$ cat config.mk
export PLATFORM = sky130hd
export DESIGN_NAME = quadrature_step_controller
export DESIGN_NICKNAME = d
export VERILOG_FILES = /design/src/rtl/quadrature_step_controller.sv
export SDC_FILE = /design/constraint.sdc
export NUM_CORES = 1
export LEC_CHECK = 0
export ABC_CLOCK_PERIOD_IN_PS = 5200
export CORE_MARGIN = 2
export CORE_UTILIZATION = 61
export DETAILED_ROUTE_END_ITERATION = 16
export PLACE_DENSITY = 0.91
export SYNTH_ARGS = -nofsm -noshare
export SYNTH_HDL_FRONTEND = slang
export SYNTH_SLANG_ARGS = --single-unit
export TNS_END_PERCENT = 1
$ cat constraint.sdc
create_clock -name clk -period 5.2 [get_ports clk]
set_input_delay 1.04 -clock clk [delete_from_list [all_inputs] [get_ports clk]]
set_output_delay 1.04 -clock clk [all_outputs]
set_load 0.01 [all_outputs]
$ cat src/rtl/quadrature_step_controller.sv
// quadrature_step_controller: runs counted quadrature moves at a programmed step period
// and tracks a signed position; commands arrive over a valid/ready handshake.
module quadrature_step_controller #(
    parameter int CNT_W = 16,
    parameter int DIV_W = 16,
    parameter int POS_W = 32
) (
    input  logic             clk,
    input  logic             nrst,
    input  logic             cmd_valid,
    output logic             cmd_ready,
    input  logic             cmd_dir,
    input  logic [CNT_W-1:0] cmd_steps,
    input  logic [DIV_W-1:0] cmd_div,
    input  logic             abort,
    output logic             phs_0,
    output logic             phs_90,
    output logic             busy,
    output logic             done,
    output logic [POS_W-1:0] pos
);
    typedef enum logic {IDLE, RUN} state_t;

    state_t           state_q, state_d;
    logic [1:0]       p_q, p_d;
    logic [1:0]       phs_q, phs_d;
    logic [POS_W-1:0] pos_q, pos_d;
    logic [DIV_W-1:0] div_q, div_d, cnt_q, cnt_d;
    logic [CNT_W-1:0] rem_q, rem_d;
    logic             dir_q, dir_d, done_q, done_d;

    always_ff @(posedge clk or negedge nrst) begin
        if (!nrst) begin
            state_q <= IDLE;
            p_q     <= '0;
            phs_q   <= '0;
            pos_q   <= '0;
            div_q   <= '0;
            cnt_q   <= '0;
            rem_q   <= '0;
            dir_q   <= 1'b0;
            done_q  <= 1'b0;
        end else begin
            state_q <= state_d;
            p_q     <= p_d;
            phs_q   <= phs_d;
            pos_q   <= pos_d;
            div_q   <= div_d;
            cnt_q   <= cnt_d;
            rem_q   <= rem_d;
            dir_q   <= dir_d;
            done_q  <= done_d;
        end
    end

    always_comb begin
        state_d = state_q;
        p_d     = p_q;
        pos_d   = pos_q;
        div_d   = div_q;
        cnt_d   = cnt_q;
        rem_d   = rem_q;
        dir_d   = dir_q;
        done_d  = 1'b0;
        if (state_q == IDLE) begin
            if (cmd_valid) begin
                dir_d = cmd_dir;
                div_d = cmd_div;
                rem_d = cmd_steps;
                cnt_d = cmd_div;
                if (cmd_steps == '0) done_d = 1'b1;
                else state_d = RUN;
            end
        end else if (abort) begin
            state_d = IDLE;
        end else if (cnt_q == '0) begin
            p_d   = dir_q ? p_q + 2'd1 : p_q - 2'd1;
            pos_d = dir_q ? pos_q + POS_W'(1) : pos_q - POS_W'(1);
            rem_d = rem_q - CNT_W'(1);
            cnt_d = div_q;
            if (rem_q == CNT_W'(1)) begin
                state_d = IDLE;
                done_d  = 1'b1;
            end
        end else begin
            cnt_d = cnt_q - DIV_W'(1);
        end
        // Gray mapping of the phase index keeps exactly one output toggling per step.
        phs_d = {p_d[1] ^ p_d[0], p_d[1]};
    end

    assign cmd_ready = (state_q == IDLE);
    assign busy      = (state_q == RUN);
    assign done      = done_q;
    assign phs_0     = phs_q[1];
    assign phs_90    = phs_q[0];
    assign pos       = pos_q;
endmodule
## Word level (Yosys, flattened, before mapping)

Cells that the tools add are included.

- Flip-flop bits (word level): 87
- Latch bits: 0
- RAM bits: 0
- ROM bits: 0
- Input bits: 37
- Word-level logic and storage cells: 53
- Memories: 0

- Add/sub/neg operators: 6
- Multipliers: 0
- Div/mod/pow operators: 0
- $lt $le $gt $ge: 0
- Equal/unequal tests: 3
- Shifts and indexed selects: 0
- Multiplexer cells: 25
- Bitwise operators: 3
- Reductions and logical operators: 7

Operators by type and width:

| kind | number |
|---|---|
| 16-bit 2-to-1 mux | 8 |
| 32-bit by 1-bit adder with 32-bit output (second input constant) | 1 |
| 16-bit zero test | 2 |
| 32-bit 2-to-1 mux | 1 |
| 16-bit by 1-bit subtractor with 16-bit output (second input constant) | 2 |
| 32-bit by 1-bit subtractor with 32-bit output (second input constant) | 1 |
| 16-bit by 1-bit equality test with 1-bit output (second input constant) | 1 |
| 1-bit 2-to-1 mux | 12 |
| 2-bit 2-to-1 mux | 4 |
| 3-bit AND reduction | 2 |
| 2-bit AND reduction | 2 |
| 2-bit by 1-bit adder with 2-bit output (second input constant) | 1 |
| 2-bit by 1-bit inequality test with 1-bit output (second input constant) | 1 |
| 2-bit inequality test (second input constant) | 1 |
| 1-bit NOT | 2 |
| 2-bit nonzero test | 1 |
| 2-bit by 1-bit subtractor with 2-bit output (second input constant) | 1 |
| 1-bit bitwise XOR | 1 |

## Depth between registers and ports, before layout

Gate-level depths: netlist of the first run.

- Word-level depth: 6
- Gate-level depth with buffers: 12
- Mapped depth without buffers: 11

## Worst setup path before layout of the first run

OpenSTA, ideal clock, no wires.

- Path kind: flip-flop to flip-flop
- Start point: register dir_q
- End point: register pos_q[28], in the netlist pos[28]
- Setup time: 0.133 ns
- Data arrival time: 3.391 ns
- Setup slack: 1.676 ns
- Stages on the path, launching flop included: 12
- Buffers on the path: 0
- Clock period less this slack: 3.524 ns
- Cells stage by stage: dfrtp_1 > inv_1 > ha_1 > nor2b_1 > o31a_1 > a41oi_1 > o21ai_0 > a311oi_1 > o21ai_0 > a311oi_1 > xor2_1 > o21ai_0

- Longest elaborated chain between the ends: 1

Ends and longest elaborated chain:

| element | line | RTL |
|---|---|---|
| start, declared | 30 | `logic dir_q, dir_d, done_q, done_d;` |
| start signal, assigned | 51 | `dir_q <= dir_d;` |
| 32-bit 2-to-1 mux | 78 | `pos_d = dir_q ? pos_q + POS_W'(1) : pos_q - POS_W'(1);` |
| end signal, assigned | 47 | `pos_q <= pos_d;` |
| end, declared | 27 | `logic [POS_W-1:0] pos_q, pos_d;` |

Every way passes these cells.
A chain may end at the register's enable or synchronous reset.

## Final worst setup path of the first run

- Start point: register cnt_q[6]
- End point: register rem_q[14]

- Longest elaborated chain between the ends: 3

Ends and longest elaborated chain:

| element | line | RTL |
|---|---|---|
| start, declared | 28 | `logic [DIV_W-1:0] div_q, div_d, cnt_q, cnt_d;` |
| start signal, assigned | 49 | `cnt_q <= cnt_d;` |
| 16-bit zero test | 76 | `end else if (cnt_q == '0) begin` |
| 2-bit by 1-bit inequality test with 1-bit output (no line) | - |  |
| 3-bit AND reduction (no line) | - |  |
| end signal, assigned | 50 | `rem_q <= rem_d;` |
| end, declared | 29 | `logic [CNT_W-1:0] rem_q, rem_d;` |

Every way passes these cells.

==> impl_results.md, run 1 <==
* Die area at 0.0102 sq mm
* Synth Area in Compound Gates at 0.234
* Crit path launch type: register
* CP required at 5.41 ns
* Main synth FF type: dfrtp_1
* R2r startpoint: cnt_q[6]$_DFFE_PN0P_
* Post-Route WL at 13.8 mm
* Worst path arrival time at 3.97 ns
* WP buf/inv at 0
* Netlist Area Pre-Place at 0.00577 sq mm
* Max Slew Vio Count at 0
* Wire per inst at 16.0 um
* Crit path cell chain: or3_1, or4_4, or2_1, or4_4, nor2_2, nand3_1, nor3_1, xnor2_1, a21oi_1
* Root buf cell: clkbuf_8
* Syn nets at 758
* Worst hold slack at 0.479 ns
* CP startpoint: cnt_q[6]$_DFFE_PN0P_
* #FFs+latches synth at 86
* Final design utilization at 0.734
* Die extent in y at 101 um
* PostCTS Resize Cnt at 0
* Largest net degree at the start of global routing at 67
* Setup TNS at 0 ns
* Leading cell type in the layout, fill and taps excluded: nand2_1
* All-layer global routing usage at 0.282
* Clock latency on the worst-skew pair at approximately 0.37 ns
* Hold WC Path Type: reg2reg
* DR pass1 iterations at 8
* Slew @ Worst Pin at roughly 1.1 ns
* First-pass GRT wire length at 23.4 mm
* Vias per cell at 6.28
* Syn_area_per_cell at between 8 and 9 sq um
* Max Freq at between 200 and 300 MHz
* N_diodes at 0
* Leak at 2.98 nW
* Max-Cap Viols at 0
* Outcome: completed
* Drt drc at 0
* Drt initial violations at 286
* Multiplexer share of the synthesized area at 0.0247
* Clk_skew at 0.0160 ns
* Setup Viol. Count Final at 0
* Final hold violations at 0
* Overall power at 1.96 mW
* Worst reg-to-reg path cell count at 9
* Crit path to: rem_q[14]$_DFFE_PN0P_
* Initial antenna violation count at 0
* Post-synth EDFFs at 0
* FFs w/ async S/R, synth at 1.00
* Vias in the first global route at 5,125
* Antenna Nets Post-Route at 0
* Synth Area in Simple Gates at 0.197
* Top cell by count, worst path: or4_4
* Num rows at 35
* Initial core utilization at 0.627
* Via Count at 5,404
* Most frequent cells in the layout: nand2_1, dfrtp_1, clkdlybuf4s50_1
* Critical Path Slowest Stage Cell: or4_4
* Synth Area in XOR/XNOR at 0.0592
* CTS tree: yes
* IO Pins at 74
* Port Buffers at 73
* Final min period at 3.75 ns
* Largest family of logic cells by synthesized area: compound AO/OA/AOI/OAI gates
* Syn Inst Count at approximately 700
* CP delay by family, top: simple AND/OR/NAND/NOR gates
* GPL Wtd Cong at approximately 0.9
* CP Capture Type: register
* Area delta synth->final at 17.0%
* Synth Area in Adders at 0.0772
* Pre-CTS WS at approximately 1.5 ns
* Nets@finish at 817
* Sequential area share after synthesis at 0.373
* Critical setup path kind: reg2reg
* Max clock buf depth at 2
* Clock slew seen by the registers of the worst setup and hold paths at 0.08 ns
* TritonCTS Buffers at 9
* Max-slew headroom at 0.242
* Post-synthesis cell type count at 59
* Max FO, Critical Path at 33
* RSZ-0062 raised after global routing: false
* Clock sinks at 86
* Setup slack after layout at approximately 1.4 ns
* Critical path depth at 9
* Die width at 101 um
* Core area at 0.00920 sq mm
* R2R Setup Slk at 1.45 ns
* Slowest stage delay, CP at 0.68 ns
* Share of layout cells above drive strength 1 at 0.0493
* Total global routing overflow at 0
* Setup Buffers After CTS at 0
* Peak VDD IR at 0.215 mV
* Dpl hpwl at ~9.9 mm
* Final Cycle Share at 0.722
* YS warnings at 0
* Cts hold-fix bufs at 0
* FF-to-FF End: rem_q[14]$_DFFE_PN0P_
* Power per cell area at approximately 290 mW/mm^2
* H-tree level count at 3
worst min-delay path, cell delays in order (launching register included):
cell and delay (ns):
dfrtp_1 0.35, nand2_1 0.05, nand2_1 0.06
metal layers:
layer | GRT usage | vias to the layer above | wire (um)
met1 | 0.365 | 2556 | 5910
met3 | 0.0449 | 34 | 867
met4 | 0.112 | 0 | 352
li1 | - | 2609 | -
met5 | 0 | - | 0
met2 | 0.475 | 205 | 6660
metrics by stage:
step | area (sq um) | std cells
floorplan | 5770 | 686
global placement | 6550 | 845
detailed placement | 6550 | 845
CTS | 6750 | 861
global route | 6750 | 861
finish | 6750 | 861
cell type report:
cell class                 instances  area (sq um)
inverter                          18          67.6
clock buffer                       9           124
multi-input combinational        551          3420
clock inverter                     7          73.8
tap                              111           139
timing repair buffer              79           773
fill                             670          2450
sequential                        86          2150
sequential cells by signal (all words and copies together) (netlist names):
signal	flops
p_q	1
div_q	16
phs_q	2
dir_q	1
pos	32
busy	1
cnt_q	16
rem_q	16
done	1
power breakdown:
| part | switching, mW | internal [mW] |
|---|---|---|
| Combinational | 0.341 | 0.254 |
| Sequential | 0.111 | 0.769 |
| Clock | 0.264 | 0.223 |
| Total | 0.715 | 1.25 |
cell usage after synthesis (8+ instances only):
| cell type | n | area (sq um) |
|---|---|---|
| nand2_1 | 115 | 432 |
| dfrtp_1 | 86 | 2150 |
| a21oi_1 | 66 | 330 |
| o21ai_0 | 65 | 325 |
| nor2_1 | 41 | 154 |
| ha_1 | 34 | 425 |
| clkbuf_1 | 28 | 105 |
| xor2_1 | 24 | 210 |
| inv_1 | 17 | 63.8 |
| nor3_1 | 16 | 80.1 |
| xnor2_1 | 15 | 131 |
| nand3_1 | 14 | 70.1 |
| a21o_1 | 13 | 97.6 |
| mux2i_1 | 12 | 120 |
| nor2b_1 | 11 | 68.8 |
| a211oi_1 | 10 | 75.1 |
| or3_1 | 10 | 62.6 |
| o221ai_1 | 9 | 78.8 |
| o21a_1 | 8 | 60.1 |
| o22ai_1 | 8 | 50.1 |
cells by family (layout without fill, tap and decap cells):
| family | count (synthesis) | in the layout |
|---|---|---|
| DFF | 86 | 86 |
| xor gates and xnor gates | 39 | 39 |
| and+or+nand+nor | 244 | 244 |
| AOI/OAI and AO/OA | 219 | 219 |
| adders and majority gates | 35 | 35 |
| buffers and inverters | 49 | 113 |
| muxes | 14 | 14 |
worst min-delay path by stage:
stage	from	end	slack, ns	depth (start not counted)
global route	div_q[0]$_DFFE_PN0P_	div_q[0]$_DFFE_PN0P_	0.51	2
floorplan	div_q[0]$_DFFE_PN0P_	div_q[0]$_DFFE_PN0P_	0.44	2
finish	div_q[0]$_DFFE_PN0P_	div_q[0]$_DFFE_PN0P_	0.48	2
detailed placement	div_q[0]$_DFFE_PN0P_	div_q[0]$_DFFE_PN0P_	0.46	2
global placement	div_q[0]$_DFFE_PN0P_	div_q[0]$_DFFE_PN0P_	0.46	2
CTS	div_q[0]$_DFFE_PN0P_	div_q[0]$_DFFE_PN0P_	0.48	2
Note: power is estimated with default switching activity, not from simulation.
==> run 2, diff against run 1 <==
ABC_CLOCK_PERIOD_IN_PS = 3400   (was 5200)
CORE_UTILIZATION = 51   (was 61)
PLACE_DENSITY = 0.81   (was 0.91)
clock period = 3.4 ns   (was 5.2 ns; I/O delays follow)
==> run 2 against run 1 <==
  * Fmax up 14%
  * Sequential share of layout area down 1.4 points
  * Worst setup slack worse by 1.3 ns
  * Largest cell class unchanged
  * Clock skew down 0.0046 ns
  * Critical endpoint is now rem_q[9]$_DFFE_PN0P_
==> impl_results.md, run 2 (synthesized netlist as in run 1, its figures left out) <==
* Dpl hpwl at 10.4 mm (was 9.87 mm)
* CTS tree: yes (unchanged)
* Layout fillers at 948 (was 670)
* First-pass GRT wire length at 24.7 mm (was 23.4 mm)
* Max-Cap Viols at 0 (unchanged)
* All-layer global routing usage at 0.258 (was 0.282)
* Die extent in y at 110 um (was 101 um)
* Most Crowded Layer GR: met2 (unchanged)
* Area delta synth->final at 22.4% (was 17.0%)
* Storage cell area at 0.00215 sq mm (unchanged)
* Crit path cell chain: or3_1, or4_4, or2_1, or4_4, or2_4, or3_4, a211oi_2, a21oi_1, nor2_1 (was or3_1, or4_4, or2_1, or4_4, nor2_2, nand3_1, nor3_1, xnor2_1, a21oi_1)
* Max FFs per register at 32 (unchanged)
* TritonCTS Buffers at 9 (unchanged)
* FF-to-FF End: rem_q[9]$_DFFE_PN0P_ (was rem_q[14]$_DFFE_PN0P_)
* Worst reg-to-reg path cell count at 9 (unchanged)
* Pre-CTS WS at 0.0542 ns (was 1.50 ns)
* Core area at 0.0109 sq mm (was 0.00920 sq mm)
* Final min period at 3.29 ns (was 3.75 ns)
* Total global routing overflow at 0 (unchanged)
* Power per cell area at 469 mW/mm^2 (was 291 mW/mm^2)
* R2R Setup Slk at 0.11 ns (was 1.45 ns)
* Max-slew headroom at 0.269 (was 0.242)
* Die area at 0.0122 sq mm (was 0.0102 sq mm)
* GPL Wtd Cong at 0.944 (was 0.913)
* Largest net degree at the start of global routing at 87 (was 67)
* Port Buffers at 73 (unchanged)
* Clock latency on the worst-skew pair at 0.36 ns (was 0.37 ns)
* Setup TNS at 0 ns (unchanged)
* WP buf/inv at 0 (unchanged)
* CP required at 3.69 ns (was 5.41 ns)
* Leak at 3.10 nW (was 2.98 nW)
* Num rows at 38 (was 35)
* Multi-input gate area at 0.00347 sq mm (was 0.00342 sq mm)
* Max Freq at 304 MHz (was 266 MHz)
* Clock slew seen by the registers of the worst setup and hold paths at 0.07 ns (was 0.08 ns)
* Vias in the first global route at 5,246 (was 5,125)
* DR pass1 iterations at 5 (was 8)
* Critical path depth at 9 (unchanged)
* Drt initial violations at 328 (was 286)
* Met1 Track Usage GR at 0.332 (was 0.365)
* Outcome: completed (unchanged)
* Initial core utilization at 0.527 (was 0.627)
* CP Capture Type: register (unchanged)
* Share of layout cells above drive strength 1 at 0.0795 (was 0.0493)
* Clock sinks at 86 (unchanged)
* Setup Viol. Count Final at 0 (unchanged)
* Crit path launch type: register (unchanged)
* N_diodes at 0 (unchanged)
* R2r startpoint: cnt_q[6]$_DFFE_PN0P_ (unchanged)
* Final Cycle Share at 0.967 (was 0.722)
* Top cell by count, worst path: or4_4 (unchanged)
* Antenna Nets Post-Route at 0 (unchanged)
* Final hold violations at 0 (unchanged)
* Max Slew Vio Count at 0 (unchanged)
* Setup slack after layout at 0.113 ns (was 1.45 ns)
* Clk_skew at 0.0114 ns (was 0.0160 ns)
* Post-Route WL at 14.8 mm (was 13.8 mm)
* RSZ-0062 raised after global routing: false (unchanged)
* CP delay by family, top: simple AND/OR/NAND/NOR gates (unchanged)
* Slowest stage delay, CP at 0.54 ns (was 0.68 ns)
* M2 GR Usage at 0.430 (was 0.475)
* Die width at 110 um (was 101 um)
* Grt met3 use at 0.0576 (was 0.0449)
* Drt drc at 0 (unchanged)
* Via Count at 5,411 (was 5,404)
* Nets@finish at 834 (was 817)
* Vias per cell at 5.97 (was 6.28)
* H-tree level count at 3 (unchanged)
* Hold WC Path Type: reg2reg (unchanged)
* Leading cell type in the layout, fill and taps excluded: nand2_1 (unchanged)
* Slew @ Worst Pin at 1.10 ns (was 1.13 ns)
* Max FO, Critical Path at 7 (was 33)
* Critical setup path kind: reg2reg (unchanged)
* Wire per inst at 16.3 um (was 16.0 um)
* IO Pins at 74 (unchanged)
* Crit path to: rem_q[9]$_DFFE_PN0P_ (was rem_q[14]$_DFFE_PN0P_)
* Max clock buf depth at 2 (unchanged)
* Most frequent cells in the layout: nand2_1, dfrtp_1, clkdlybuf4s50_1 (unchanged)
* Worst path arrival time at 3.58 ns (was 3.97 ns)
* Root buf cell: clkbuf_16 (was clkbuf_8)
* Peak VDD IR at 0.412 mV (was 0.215 mV)
* CP startpoint: cnt_q[6]$_DFFE_PN0P_ (unchanged)
* Critical Path Slowest Stage Cell: or4_4 (unchanged)
* Initial antenna violation count at 0 (unchanged)
-- run 2: cell types whose count changed in the layout (fill, tap and decap cells not counted), moves of 2 or more --
cell and delta:
a311oi_1 -2, a311oi_2 +2, buf_4 +16, clkbuf_16 +9, clkbuf_8 -9, ha_1 -2
ha_4 +2, o21ai_0 -3, o21ai_1 +2
-- run 2: worst min path at each step --
stage / start / depth (start not counted) / to
detailed placement: div_q[0]$_DFFE_PN0P_ / 2 / div_q[0]$_DFFE_PN0P_
global placement: div_q[0]$_DFFE_PN0P_ / 2 / div_q[0]$_DFFE_PN0P_
global route: div_q[0]$_DFFE_PN0P_ / 2 / div_q[0]$_DFFE_PN0P_
finish: div_q[0]$_DFFE_PN0P_ / 2 / div_q[0]$_DFFE_PN0P_
CTS: div_q[0]$_DFFE_PN0P_ / 2 / div_q[0]$_DFFE_PN0P_
floorplan: nrst / 0 / busy$_DFF_PN0_
-- run 2: per-layer routing --
metal | part of all wire | wire [um] | vias to the layer above
met2 | 0.48 | 7130 | 201
met1 | 0.43 | 6360 | 2540
li1 | - | - | 2644
met5 | 0 | 0 | -
met3 | 0.069 | 1020 | 26
met4 | 0.021 | 316 | 0
-- run 2: layout make-up --
cell class	instances	share of cell area
inverters	18	0.0101
clock buffers	9	0.0319
well taps	140	0.0248
clock inverters	7	0.0103
flip-flops and latches	86	0.305
multi-input cells	552	0.492
repair buffers	95	0.127
-- run 2: worst register-to-register path: cells and delay by family (launching register included) --
kind               cells  cell delay, ns
DFF                    1            0.43
AOI/OAI and AO/OA      2            0.29
and+or+nand+nor        7            2.50
-- run 2: timing repair --
action | in CTS | in global routing
endpoints found under the setup margin | 1 | 7
hold buffers | 0 | 0
gates resized for setup | 1 | 5
cloned | 0 | 1
setup buffers | 0 | 8
pin swaps | 0 | 3
-- run 2: report_power, final --
part,leakage (nW),internal [mW],switching [mW],total (mW)
logic,1.86,0.419,0.536,0.955
clock network,0.142,0.570,0.434,1.00
registers,1.10,1.18,0.176,1.35
total,3.10,2.17,1.15,3.31
-- run 2: per-stage QoR --
step                hold slack [ns]  total power [mW]  instances   util  instance area, sq um
floorplan                     0.384              1.99        686      -                  5800
global placement              0.458              2.24        882  0.611                  6680
detailed placement            0.457              2.28        882  0.611                  6680
CTS                           0.474              3.30        898  0.639                  6990
global route                  0.491              3.51        907  0.646                  7060
finish                        0.473              3.31        907  0.646                  7060
